[src/rtl/pong_game_ctrl.sv]
// Pong match sequencer: holds the ball in reset between rallies, gates the
// per-frame ball update, keeps both scores and declares the winner.
module pong_game_ctrl #(
  parameter int unsigned SERVE_FRAMES = 60,
  parameter int unsigned WIN_SCORE    = 7,
  parameter int unsigned SCORE_W      = 4
) (
  input  logic               clock,
  input  logic               reset,
  input  logic               start,
  input  logic               pause,
  input  logic               frame_tick,
  input  logic               left_scored,
  input  logic               right_scored,
  output logic               ball_reset,
  output logic               ball_update,
  output logic [SCORE_W-1:0] left_score,
  output logic [SCORE_W-1:0] right_score,
  output logic               game_over,
  output logic               winner,
  output logic               serving
);

  localparam int unsigned CNT_W = (SERVE_FRAMES < 2) ? 1 : $clog2(SERVE_FRAMES + 1);
  localparam logic [CNT_W-1:0]   SERVE_LOAD = CNT_W'(SERVE_FRAMES);
  localparam logic [SCORE_W-1:0] WIN        = SCORE_W'(WIN_SCORE);

  typedef enum logic [2:0] {
    S_IDLE,
    S_SERVE,
    S_PLAY,
    S_POINT,
    S_OVER
  } state_t;

  state_t           state;
  logic [CNT_W-1:0] serve_cnt;

  // Ball may only move on a frame tick during live play and while not paused
  assign ball_update = (state == S_PLAY) & frame_tick & ~pause;

  // Match FSM; ball_reset/serving/game_over are registered alongside the
  // state so they always equal the decode of the state being entered
  always_ff @(posedge clock) begin
    if (reset) begin
      state       <= S_IDLE;
      serve_cnt   <= '0;
      left_score  <= '0;
      right_score <= '0;
      winner      <= 1'b0;
      game_over   <= 1'b0;
      serving     <= 1'b0;
      ball_reset  <= 1'b1;
    end else begin
      case (state)
        S_IDLE: begin
          if (start) begin
            state     <= S_SERVE;
            serve_cnt <= SERVE_LOAD;
            serving   <= 1'b1;
          end
        end

        S_SERVE: begin
          if (frame_tick) begin
            if (serve_cnt != '0) begin
              serve_cnt <= serve_cnt - CNT_W'(1);
            end
            if (serve_cnt == CNT_W'(1)) begin
              state      <= S_PLAY;
              serving    <= 1'b0;
              ball_reset <= 1'b0;
            end
          end
        end

        S_PLAY: begin
          if (left_scored) begin
            if (left_score < WIN) begin
              left_score <= left_score + SCORE_W'(1);
            end
            state      <= S_POINT;
            ball_reset <= 1'b1;
          end else if (right_scored) begin
            if (right_score < WIN) begin
              right_score <= right_score + SCORE_W'(1);
            end
            state      <= S_POINT;
            ball_reset <= 1'b1;
          end
        end

        S_POINT: begin
          if ((left_score == WIN) || (right_score == WIN)) begin
            state     <= S_OVER;
            winner    <= (right_score == WIN);
            game_over <= 1'b1;
          end else begin
            state     <= S_SERVE;
            serve_cnt <= SERVE_LOAD;
            serving   <= 1'b1;
          end
        end

        S_OVER: begin
          if (start) begin
            left_score  <= '0;
            right_score <= '0;
            winner      <= 1'b0;
            serve_cnt   <= SERVE_LOAD;
            state       <= S_SERVE;
            serving     <= 1'b1;
            game_over   <= 1'b0;
          end
        end

        default: begin
          state      <= S_IDLE;
          serving    <= 1'b0;
          game_over  <= 1'b0;
          ball_reset <= 1'b1;
        end
      endcase
    end
  end

endmodule

[config.mk]
export PLATFORM = sky130hd
export DESIGN_NAME = pong_game_ctrl
export DESIGN_NICKNAME = d
export VERILOG_FILES = /design/src/rtl/pong_game_ctrl.sv
export SDC_FILE = /design/constraint.sdc
export NUM_CORES = 1
export LEC_CHECK = 0
export CORE_UTILIZATION = 35
export CTS_CLUSTER_DIAMETER = 40
export CTS_CLUSTER_SIZE = 12
export DETAILED_ROUTE_END_ITERATION = 16
export PLACE_DENSITY_LB_ADDON = 0.08
export SYNTH_ARGS = -nofsm -noshare
export SYNTH_HDL_FRONTEND = slang
export SYNTH_SLANG_ARGS = --single-unit
[constraint.sdc]
create_clock -name clock -period 1.9 [get_ports clock]
set_input_delay 0.19 -clock clock [delete_from_list [all_inputs] [get_ports clock]]
set_output_delay 0.19 -clock clock [all_outputs]
set_load 0.02 [all_outputs]
After elaboration in Yosys (flattened, before gate mapping)
Index checks and enable logic that the tools add are counted.
{ "word_totals": {"register_bits": 21, "inputBits": 7, "output_inout_bits": 13, "wordCells": 89} }
{ "classes": {"addsub": 3, "n_lt_le_gt_ge": 2, "eq_ne": 20, "n_mux": 33, "bitwise_logic": 6, "reduce_logical": 17} }
{ "op_table": {"columns": ["op", "count"], "rows": [
  ["$mux W4", 6],
  ["$mux W6", 4],
  ["$mux W3", 6],
  ["$ne A2 B2 Y1 const B", 9],
  ["$pmux W6 S3", 1],
  ["$pmux W4 S2", 2],
  ["$reduce_and A5 Y1", 3],
  ["$pmux W3 S4", 1],
  ["$reduce_and A4 Y1", 3],
  ["$mux W1", 9],
  ["$add A4 B1 Y4 const B", 2],
  ["$eq A4 B3 Y1 const B", 2],
  ["$lt A4 B3 Y1 const B", 2],
  ["$eq A3 B2 Y1 const B", 2],
  ["$eq A6 B1 Y1 const B", 1],
  ["$ne A2 B1 Y1 const B", 3],
  ["$pmux W1 S3", 2],
  ["$reduce_and A3 Y1", 2],
  ["$reduce_bool A6 Y1", 1],
  ["$reduce_or A3 Y1", 2],
  ["$sub A6 B1 Y6 const B", 1],
  ["$not A1 Y1", 4],
  ["$pmux W1 S4", 1],
  ["$reduce_bool A2 Y1", 2],
  ["other kinds (9)", 10]
]} }

Logic depth before layout (Yosys ltp)
{ "depth": {"ltp_word": 5, "mapped_depth": 6, "mapped_depth_nobuf": 6} }

Worst setup path after synthesis
OpenSTA, ideal clock, no wires.
{ "synth_timing": {"kind": "register -> register", "from": "reg left_score[0]", "to": "reg serve_cnt[3]", "setup_time_ns": 0.115, "t_arrival_ns": 1.570, "t_required_ns": 1.785, "setup_slack_ns": 0.216, "stages_incl_launch_ff": 7, "n_path_buf": 0, "synth_period_minus_slack_ns": 1.684, "path_cell_list": "dfxtp_1 -> ha_1 -> nand2_1 -> o32a_1 -> a21o_1 -> and2_4 -> o21a_1"} }
{ "synth_via": {"elab_chain_cells": 4} }
{ "synth_lines": {"columns": ["element", "line", "text"], "rows": [
  ["start, declared", "17", "output logic [SCORE_W-1:0] left_score,"],
  ["start signal, assigned", "80", "left_score <= left_score + SCORE_W'(1);"],
  ["$eq A4 B3 Y1", "94", "if ((left_score == WIN) || (right_score == WIN)) begin"],
  ["$logic_or A1 B1 Y1", "94", null],
  ["$ne A2 B2 Y1 (no line)", null, null],
  ["$reduce_and A5 Y1 (no line)", null, null],
  ["end signal, assigned", "67", "serve_cnt <= serve_cnt - CNT_W'(1);"],
  ["end, declared", "37", "logic [CNT_W-1:0] serve_cnt;"]
]} }
No other way between the ends.
A chain may end at the register's enable or synchronous reset.

Final worst setup path
{ "layout_timing": {"from": "reg left_score[0]", "to": "reg serve_cnt[5]"} }
Same word-level chain as after synthesis.

==> results_dict.tcl <==
set metrics [dict create \
    fp.dieH_microns 58.7 \
    drt_pass1_iterations 4 \
    cap_violations 0 \
    path_class "flop to flop" \
    ys_types 40 \
    r2r_setup_slack_ns 0.20 \
    wl_per_cell_microns 13.1 \
    avgSynthCellArea_sq_um 8.73 \
    gr-total-overflow 0 \
    period_share 0.896 \
    worstPathRequired_ns 2.12 \
    power_uw 860 \
    synth_area_sq_um 1130 \
    synthFlopType "dfxtp_1" \
    hold_viol 0 \
    htree_levels 1 \
    dp_hpwl_microns 1890 \
    synthCells 129 \
    use_met1 0.229 \
    met3_usage 0.0264 \
    layout-drive-gt1-share 0.0993 \
    cp_cell_sequence "ha_1 > nand2_1 > o32a_1 > a21o_1 > and2_4 > o21a_1" \
    areaGrowthSynthToFinish_pct 24.3 \
    drc 0 \
    cp-start-kind "flop" \
    antenna_found_initial 0 \
    diodes 0 \
    power_density_nw_per_um2 614 \
    yosysWarningCount 0 \
    async_flop_share 0 \
    synth-seq-area-share 0.373 \
    portBuffers 19 \
    synth-seq-cells 21 \
    final_util 0.459 \
    finalSetupTns_ns 0 \
    period_needed_ns 1.70 \
    final.fill_count 330 \
    irDropWorstVdd_uv 304 \
    start_util 0.369 \
    synth-edff-count 0 \
    path_max_fanout 5 \
    clkSinkCount 21 \
    finalSetupViolations 0 \
    relSlewSlack 0.678 \
    via_per_inst 5.28 \
    via_count 1030 \
    die_x_microns 58.7 \
    grt_max_degree 13 \
    grt.busiest_layer "met2" \
    cts_tree "built" \
    detail-route-antenna-nets 0 \
    fmax_mhz 587 \
    cp-end-kind "flop" \
    grt_setup_unrepaired "no" \
    synth_nets 140 \
    drt_iter0_drc 23 \
    hold_path_class "flop to flop" \
    cpPeakStageDelay_ns 0.42 \
    insertion_delay_ns 0.31 \
    clkTransAtPathRegs_ns 0.12 \
    finalMaxSlewViolations 0 \
    grt_pass1_wl_microns 4350 \
    finalClockSkew_ns 0.00449 \
    cts_buffer_depth 2 \
    cts_setup_buffers 0 \
    rows 20 \
    grt_pass1_vias 985 \
    track_usage 0.166 \
    outcome "complete, no violations" \
    grtUsageMet2 0.253 \
    die-area_sq_um 3450 \
    worstMarginPinSlew_ns 0.480 \
    pin_count 20 \
    slowest_stage "dfxtp_1" \
    cts_root_buffer "clkbuf_4" \
    coreArea_sq_um 3050 \
    leakagePower_nw 0.495 \
    cts_made_buffers 3 \
    wirelength_microns 2560 \
    nets 163 \
    cp_data_arrival_time_ns 1.92 \
    gp_congestion 0.769 \
]
[state kept, by name (all words and copies together) (netlist names)]
signal and cells:
serving 1, ball_reset 1, serve_cnt 6, state 3, right_score 4, game_over 1
winner 1, left_score 4
[cell families (layout without fill, tap and decap cells)]
group / after synthesis / after routing / synth area share
buffers and inverters: 10 / 32 / 0.0422
adder cells (fa/ha/maj): 4 / 4 / 0.0444
XOR/XNOR: 2 / 2 / 0.0156
flip-flops: 21 / 21 / 0.373
AND/OR/NAND/NOR: 52 / 52 / 0.249
multiplexers: 4 / 4 / 0.0356
AO/OA/AOI/OAI: 36 / 36 / 0.240
[through the flow]
step | instances | cell area, sq um | worst slack [ns] | hold WS [ns]
finish | 195 | 1400 | 0.197 | 0.481
global route | 195 | 1400 | 0.0897 | 0.500
CTS | 195 | 1400 | 0.198 | 0.486
detailed placement | 191 | 1370 | 0.189 | 0.457
global placement | 191 | 1370 | 0.212 | 0.458
floorplan | 129 | 1130 | 0.216 | 0.311
[placed cells by master, fill, tap and decap left out, drive strengths merged, types with 2 or more instances in the layout]
cell type,instances
dfxtp,21
clkdlybuf4s50,18
nor2,17
a21oi,8
nor3,8
nand3,7
inv,5
nand2,5
mux2i,4
o21a,4
a311oi,4
ha,4
buf,4
clkbuf,4
nor3b,3
nand2b,3
o21bai,3
a41oi,2
o2bb2ai,2
a21o,2
o31ai,2
xnor2,2
nor2b,2
and3,2
o21ai,2
[cell type report]
cell class	count	area (sq um)	area share
timing repair buffer	23	219	0.156
inverter	5	18.8	0.0134
clock buffer	4	26.3	0.0188
multi-input combinational	98	658	0.470
tap	44	55.1	0.0393
sequential	21	423	0.302
[cell usage after synthesis, types with 2 or more instances]
cell type / instances / area share
dfxtp_1: 21 / 0.37
nor2_1: 17 / 0.057
a21oi_1: 8 / 0.036
nor3_1: 8 / 0.036
nand3_1: 7 / 0.031
inv_1: 5 / 0.017
nand2_1: 5 / 0.017
a311oi_1: 4 / 0.031
ha_1: 4 / 0.044
mux2i_1: 4 / 0.036
o21a_1: 4 / 0.027
nand2b_1: 3 / 0.017
nor3b_1: 3 / 0.020
o21bai_1: 3 / 0.020
a21o_1: 2 / 0.013
a41oi_1: 2 / 0.016
buf_2: 2 / 0.0089
buf_4: 2 / 0.013
o2bb2ai_1: 2 / 0.016
o31ai_2: 2 / 0.022
xnor2_1: 2 / 0.016
[report_power, final]
group / leakage [nW] / total (mW) / switching, mW / internal, mW
Combinational: 0.308 / 0.153 / 0.0783 / 0.0746
Sequential: 0.172 / 0.483 / 0.0239 / 0.459
Clock: 0.0150 / 0.224 / 0.142 / 0.0820
Total: 0.495 / 0.860 / 0.244 / 0.616
[critical path: cells and delay by family, from the launching register on]
family | cells | cell delay, ns
adder cells (fa/ha/maj) | 1 | 0.19
AND/OR/NAND/NOR | 2 | 0.28
flip-flops | 1 | 0.42
AO/OA/AOI/OAI | 3 | 0.73
[path summary, 6_finish.rpt]
| check | endpoint | depth (start not counted) | startpoint |
|---|---|---|---|
| worst max-delay path | serve_cnt[5]$_SDFFE_PP0P_ | 6 | left_score[0]$_SDFFE_PP0P_ |
| worst max register to register | serve_cnt[5]$_SDFFE_PP0P_ | 6 | left_score[0]$_SDFFE_PP0P_ |
| worst min-delay path | ball_reset$_SDFFE_PP1P_ | 2 | ball_reset$_SDFFE_PP1P_ |
| worst min register to register | ball_reset$_SDFFE_PP1P_ | 2 | ball_reset$_SDFFE_PP1P_ |
[routing by layer]
layer  part of all wire  up-vias
met5                  0        -
met4              0.016        0
met3              0.034        5
met2               0.44       23
met1               0.51      477
li1                   -      525
[what timing repair did]
item,4_1_cts,5_1_grt
gates resized for setup,3,0
hold buffers,0,0
setup endpoints to repair,1,0
Note: power is estimated with default switching activity, not from simulation.
